## src/rtl/sequenciador_irrigacao.sv

```systemverilog
// Actuator sequencer: turns irrigation requests into interlocked pump/valve drives
// with valve-first ordering, min/max run times, post-timeout rest and fault lockout.
module sequenciador_irrigacao #(
  parameter int W          = 16,
  parameter int T_ABRE     = 4,
  parameter int T_MIN      = 16,
  parameter int T_MAX      = 200,
  parameter int T_FECHA    = 4,
  parameter int T_DESCANSO = 32
) (
  input  logic       Clock,
  input  logic       Reset,
  input  logic       Aspersao,
  input  logic       Gotejamento,
  input  logic       Erro,
  input  logic       Alarme,
  output logic       Bomba,
  output logic       ValvAsp,
  output logic       ValvGot,
  output logic       Bloqueado,
  output logic [2:0] Estado,
  output logic [7:0] Ciclos
);

  localparam logic [2:0] S_IDLE     = 3'd0;
  localparam logic [2:0] S_ABRE     = 3'd1;
  localparam logic [2:0] S_RODA     = 3'd2;
  localparam logic [2:0] S_DRENA    = 3'd3;
  localparam logic [2:0] S_DESCANSO = 3'd4;
  localparam logic [2:0] S_BLOQ     = 3'd5;

  localparam logic [W-1:0] C_ABRE     = W'(T_ABRE - 1);
  localparam logic [W-1:0] C_MIN      = W'(T_MIN - 1);
  localparam logic [W-1:0] C_MAX      = W'(T_MAX - 1);
  localparam logic [W-1:0] C_FECHA    = W'(T_FECHA - 1);
  localparam logic [W-1:0] C_DESCANSO = W'(T_DESCANSO - 1);

  logic [2:0]   estado_q, estado_d;
  logic [W-1:0] cnt_q, cnt_d;
  logic         modo_q, modo_d;
  logic         flag_falha_q, flag_falha_d;
  logic         flag_tout_q, flag_tout_d;
  logic [7:0]   ciclos_q, ciclos_d;
  logic         bomba_q, va_q, vg_q, bloq_q;
  logic         falha_s;
  logic         pedido_s;
  logic         sai_roda_s;
  logic         em_ciclo_s;

  assign falha_s  = Erro | Alarme;
  // Only the request that started the run can end it; the other one is ignored.
  assign pedido_s = modo_q ? Gotejamento : Aspersao;

  // Next-state, counter, mode, flags and run counter.
  always_comb begin
    estado_d     = estado_q;
    modo_d       = modo_q;
    flag_falha_d = flag_falha_q;
    flag_tout_d  = flag_tout_q;
    sai_roda_s   = 1'b0;
    case (estado_q)
      S_IDLE: begin
        if (falha_s) begin
          estado_d = S_BLOQ;
        end else if (Aspersao) begin
          estado_d = S_ABRE;
          modo_d   = 1'b0;
        end else if (Gotejamento) begin
          estado_d = S_ABRE;
          modo_d   = 1'b1;
        end else begin
          estado_d = S_IDLE;
        end
      end
      S_ABRE: begin
        if (falha_s) begin
          estado_d = S_BLOQ;
        end else if (cnt_q == C_ABRE) begin
          estado_d = S_RODA;
        end else begin
          estado_d = S_ABRE;
        end
      end
      S_RODA: begin
        if (falha_s) begin
          estado_d     = S_DRENA;
          flag_falha_d = 1'b1;
          sai_roda_s   = 1'b1;
        end else if (cnt_q == C_MAX) begin
          estado_d    = S_DRENA;
          flag_tout_d = 1'b1;
          sai_roda_s  = 1'b1;
        end else if (!pedido_s && (cnt_q >= C_MIN)) begin
          estado_d   = S_DRENA;
          sai_roda_s = 1'b1;
        end else begin
          estado_d = S_RODA;
        end
      end
      S_DRENA: begin
        if (cnt_q == C_FECHA) begin
          flag_falha_d = 1'b0;
          flag_tout_d  = 1'b0;
          if (flag_falha_q || falha_s) begin
            estado_d = S_BLOQ;
          end else if (flag_tout_q) begin
            estado_d = S_DESCANSO;
          end else begin
            estado_d = S_IDLE;
          end
        end else begin
          estado_d = S_DRENA;
        end
      end
      S_DESCANSO: begin
        if (falha_s) begin
          estado_d = S_BLOQ;
        end else if (cnt_q == C_DESCANSO) begin
          estado_d = S_IDLE;
        end else begin
          estado_d = S_DESCANSO;
        end
      end
      S_BLOQ: begin
        if (falha_s) begin
          estado_d = S_BLOQ;
        end else begin
          estado_d = S_IDLE;
        end
      end
      default: begin
        estado_d     = S_IDLE;
        flag_falha_d = 1'b0;
        flag_tout_d  = 1'b0;
      end
    endcase

    if (estado_d != estado_q) begin
      cnt_d = '0;
    end else begin
      cnt_d = cnt_q + W'(1);
    end

    if (sai_roda_s && (ciclos_q != 8'd255)) begin
      ciclos_d = ciclos_q + 8'd1;
    end else begin
      ciclos_d = ciclos_q;
    end
  end

  assign em_ciclo_s = (estado_d == S_ABRE) || (estado_d == S_RODA) || (estado_d == S_DRENA);

  // State registers; drives are registered from the next state so they track Estado exactly.
  always_ff @(posedge Clock) begin
    if (Reset) begin
      estado_q     <= S_IDLE;
      cnt_q        <= '0;
      modo_q       <= 1'b0;
      flag_falha_q <= 1'b0;
      flag_tout_q  <= 1'b0;
      ciclos_q     <= 8'd0;
      bomba_q      <= 1'b0;
      va_q         <= 1'b0;
      vg_q         <= 1'b0;
      bloq_q       <= 1'b0;
    end else begin
      estado_q     <= estado_d;
      cnt_q        <= cnt_d;
      modo_q       <= modo_d;
      flag_falha_q <= flag_falha_d;
      flag_tout_q  <= flag_tout_d;
      ciclos_q     <= ciclos_d;
      bomba_q      <= (estado_d == S_RODA);
      va_q         <= em_ciclo_s & ~modo_d;
      vg_q         <= em_ciclo_s & modo_d;
      bloq_q       <= (estado_d == S_BLOQ);
    end
  end

  assign Bomba     = bomba_q;
  assign ValvAsp   = va_q;
  assign ValvGot   = vg_q;
  assign Bloqueado = bloq_q;
  assign Estado    = estado_q;
  assign Ciclos    = ciclos_q;

endmodule

```

## config.mk

```make
export PLATFORM = sky130hd
export DESIGN_NAME = sequenciador_irrigacao
export DESIGN_NICKNAME = d
export VERILOG_FILES = /design/src/rtl/sequenciador_irrigacao.sv
export SDC_FILE = /design/constraint.sdc
export NUM_CORES = 1
export LEC_CHECK = 0
export ABC_AREA = 0
export BUFFER_PORTS_ARGS = -buffer_cell sky130_fd_sc_hd__buf_2
export CORE_ASPECT_RATIO = 0.8
export CORE_MARGIN = 2
export CORE_UTILIZATION = 31
export DETAILED_ROUTE_END_ITERATION = 6
export PLACE_DENSITY_LB_ADDON = 0.1
export SYNTH_ARGS = -nofsm -noshare
export SYNTH_HDL_FRONTEND = slang
export SYNTH_SLANG_ARGS = --single-unit
```

## constraint.sdc

```tcl
create_clock -name Clock -period 2.6 [get_ports Clock]
set_input_delay 0.78 -clock Clock [delete_from_list [all_inputs] [get_ports Clock]]
set_output_delay 0.78 -clock Clock [all_outputs]
set_load 0.03 [all_outputs]
```

==> results.md <==
Outcome:
- The flow ran to the end, and the final reports show no timing, DRC or antenna violations.

Synthesis:
- The cell area that synthesis handed to floorplanning was around 2000 sq um.
- Synthesis inferred 34 register bits.
- The average instance area after synthesis is about 8.9 sq um.
- The flip-flop cell with the highest count after synthesis is sky130_fd_sc_hd__dfxtp_1.
- Synthesis produced a netlist with a net count of about 240.
- After synthesis, the netlist uses 54 different library cells.
- The portion of synthesized cell area occupied by the leading cell type is between 30% and 40%.
- During synthesis, Yosys emitted a total of 0 warnings.
- In this run, synthesis inferred 0 flip-flops with an integrated enable.
- Ranked by total cell area, the synthesized netlist is headed by sky130_fd_sc_hd__dfxtp_1, sky130_fd_sc_hd__nand3_1, sky130_fd_sc_hd__nor4b_1.
- The number of standard cells after synthesis is approximately 230.
- The sequential share of the synthesized area is 33.4%.
- After synthesis, the share of flip-flops with an asynchronous set or reset is 0%.
- The library cell with the largest summed area after synthesis is sky130_fd_sc_hd__dfxtp_1.

Setup path:
- STA classifies the critical path startpoint as a register.
- STA classifies the critical path endpoint as a register.
- The data arrival time of the critical path is approximately 2.7 ns.
- The startpoint-to-endpoint class of the critical path is reg -> reg.
- The maximum fanout along the worst path is 6.
- The required arrival time at the worst endpoint is approximately 2.8 ns.

STA:
- The worst hold slack after final layout is a little over 0.5 ns.
- Timing would allow up to a little over 0.4 GHz.
- The total count of max-transition violations in the final report came to 0.
- The final hold violation count is 0.
- The relative slew slack is 60.6%.
- Setup repair after global routing left no endpoint under its margin.
- The final setup skew is approximately 0.0025 ns.
- The transition time of the tightest slew-check pin is just under 0.6 ns.
- The final period utilization is between 90% and 100%.
- Adding up every negative setup slack in the final design gives 0 ns.
- The number of failing setup endpoints in the final timing report is 0.
- The shortest clock period the worst path allows after layout is between 2 and 2.5 ns.

Floorplan:
- The number of placed I/O pins is 21.
- The initial utilization of the core area, before any placement, comes to a little under a third.
- The standard cell core area is about 6400 sq um.
- The row count is 26.
- The die covers approximately 7200 sq um.
- From bottom edge to top edge, the die measures ~77 um.
- The die is between 90 and 100 um wide.

Place:
- At the end of routability-driven placement, the weighted congestion stood at 0.777.
- The count of buffers added on input and output ports is 20.
- Detailed placement ended at an HPWL of roughly 3700 um.
- The placed instances occupy a cell area of about 2300 sq um.

Route:
- The detailed router finished its first iteration with 70 violations.
- Summing over every cut layer, the via total after detailed routing is around 1.8k.
- The detailed-route vias per instance is between 5 and 6.
- After detailed routing, the number of remaining DRC violations is 0.
- The post-detailed-routing wire length is slightly above 5000 um.
- Once detail routing completed, the nets flagged for antenna violations numbered 0.
- In the final routed layout, each cell accounts on average for ~15 um.
- The pre-antenna-repair detailed-routing pass consisted of 4 iterations.

Clocking:
- The clock sink total is 34.
- For this design, the CTS-stage hold fixing added 0 buffers.
- The clock tree from TritonCTS is done.
- The total of cells resized after clock tree synthesis is 0.
- Once the clock tree was built, the setup fixing pass inserted 0 buffers.
- The clock tree synthesis step divided the H-tree into 2 levels.
- Clock-pin slew was measured on the worst setup and hold paths at about 0.07 ns.
- In this run the deepest clock path goes through 2 buffers.
- The number of clock buffers inserted by TritonCTS is 5.
- For the worst-skew pair, the clock arrives at the later sink with an insertion delay of roughly 0.29 ns.
- The buffer cell driving the clock tree root is sky130_fd_sc_hd__clkbuf_8.

Global route:
- The aggregate global-route resource usage is 15.4%.
- The pin count of the biggest net entering global routing is 32.
- The first-pass GRT wire length is slightly below 9000 um.
- The global route total overflow is 0.
- The via count of the first global-routing pass is between 1.5k and 2k.
- The initial antenna violation count is 0.

Pwr:
- The maximum resistive drop on vdd is ~0.00013 V.
- The areal power density over the cells is ~430 nW/um^2.
- Summed over all cells, the static leakage comes to between 0.9 and 1 nW.

Cells and area:
- The final instance area is ~2400 sq um.
- The area growth from synthesis to layout is 18.0%.
- The fraction of final layout cells with drive strength greater than 1 is between 20% and 30%.
- The repair_antennas step left the layout with diodes totalling 0.
- At the end of the flow, the number of nets in the layout was roughly 270.

Hold path:
- In this run the worst hold path is classified as reg -> reg.

Job:
- Max-cap violations in this run came to 0.
per-layer routing:
metal | global-route usage, % | part of all wire [%] | up-vias
li1 | - | - | 923
met1 | 23.8 | 54 | 859
met2 | 20.4 | 40 | 34
met3 | 3.36 | 4.5 | 8
met4 | 5.36 | 1.5 | 0
met5 | 0 | 0 | -
per-stage QoR:
step           worst slack, ns  cells  util, %  total power [mW]
5_1_grt                 0.0454    341     37.7              1.09
2_1_floorplan            0.105    228        -             0.620
4_1_cts                  0.116    341     37.7              1.05
6_report                 0.120    341     37.7              1.04
3_3_place_gp             0.138    335     36.4             0.663
3_5_place_dp             0.145    335     36.4             0.661
kinds of logic after synthesis:
kind of cell / synth area share [%]
flops: 33.4
simple gates: 38.3
compound gates: 14.3
buf+inv: 3.68
mux: 3.50
xor+xnor: 5.59
fa+ha+maj: 1.23
path summary, 6_finish.rpt:
kind | start | end | slack [ns] | cells past startpoint
max | cnt_q[12]$_SDFF_PP0_ | ValvGot$_SDFF_PP0_ | 0.12 | 5
min | Ciclos[1]$_SDFFE_PP0P_ | Ciclos[1]$_SDFFE_PP0P_ | 0.51 | 2
max reg2reg | cnt_q[12]$_SDFF_PP0_ | ValvGot$_SDFF_PP0_ | 0.12 | 5
min reg2reg | Ciclos[1]$_SDFFE_PP0P_ | Ciclos[1]$_SDFFE_PP0P_ | 0.51 | 2
where the power goes:
group	total, mW	switching [mW]	internal (mW)
logic	0.116	0.0753	0.0409
registers	0.533	0.00599	0.527
clock network	0.391	0.187	0.204
total	1.04	0.268	0.772
layout by cell type, fill, tap and decap left out, types with 8 or more instances in the layout:
cell type	netlist	routed
sky130_fd_sc_hd__nor4_1	8	8
sky130_fd_sc_hd__xor2_1	8	8
sky130_fd_sc_hd__buf_2	3	20
sky130_fd_sc_hd__nor4b_1	9	9
sky130_fd_sc_hd__buf_4	1	16
sky130_fd_sc_hd__dfxtp_1	34	34
sky130_fd_sc_hd__a21oi_1	10	10
sky130_fd_sc_hd__nand3_1	16	16
sky130_fd_sc_hd__nor2_1	20	20
sky130_fd_sc_hd__nand2_1	9	9
sky130_fd_sc_hd__and3_1	8	8
synthesized netlist by cell type (3+ instances only):
| cell | number |
|---|---|
| sky130_fd_sc_hd__clkbuf_1 | 10 |
| sky130_fd_sc_hd__nand2b_1 | 3 |
| sky130_fd_sc_hd__or4_1 | 4 |
| sky130_fd_sc_hd__dfxtp_1 | 34 |
| sky130_fd_sc_hd__nor4_1 | 8 |
| sky130_fd_sc_hd__nand2_1 | 9 |
| sky130_fd_sc_hd__and3_1 | 8 |
| sky130_fd_sc_hd__xor2_1 | 8 |
| sky130_fd_sc_hd__a31oi_1 | 6 |
| sky130_fd_sc_hd__xnor2_1 | 5 |
| sky130_fd_sc_hd__and4_1 | 3 |
| sky130_fd_sc_hd__nor2_1 | 20 |
| sky130_fd_sc_hd__nor4b_1 | 9 |
| sky130_fd_sc_hd__o31ai_1 | 3 |
| sky130_fd_sc_hd__mux2i_1 | 3 |
| sky130_fd_sc_hd__nor2b_1 | 4 |
| sky130_fd_sc_hd__o21ai_1 | 3 |
| sky130_fd_sc_hd__buf_2 | 3 |
| sky130_fd_sc_hd__nand4_1 | 5 |
| sky130_fd_sc_hd__a21oi_1 | 10 |
| sky130_fd_sc_hd__or3_1 | 5 |
| sky130_fd_sc_hd__nand3_1 | 16 |
| sky130_fd_sc_hd__nor4b_2 | 4 |
| sky130_fd_sc_hd__inv_1 | 4 |
final cells by class:
| type | count | area [sq um] |
|---|---|---|
| clock buffer | 6 | 82.6 |
| inverter | 4 | 15.0 |
| sequential | 34 | 681 |
| fill | 685 | 3970 |
| timing repair buffer | 37 | 240 |
| tap | 84 | 105 |
| multi-input combinational | 176 | 1280 |
worst max-delay path, stage by stage, from the launching register on:
cell                       delay [ns]
sky130_fd_sc_hd__dfxtp_1         0.34
sky130_fd_sc_hd__or4_4           0.59
sky130_fd_sc_hd__or4b_4          0.61
sky130_fd_sc_hd__a211o_1         0.35
sky130_fd_sc_hd__a211oi_2        0.29
sky130_fd_sc_hd__and3b_1         0.20
flip-flops by register name (all words and copies together) (netlist names):
signal	flops
cnt_q	16
Ciclos	8
Estado	3
Bloqueado	1
Bomba	1
ValvAsp	1
ValvGot	1
flag_falha_q	1
flag_tout_q	1
modo_q	1
Note: power is estimated with default switching activity, not from simulation.
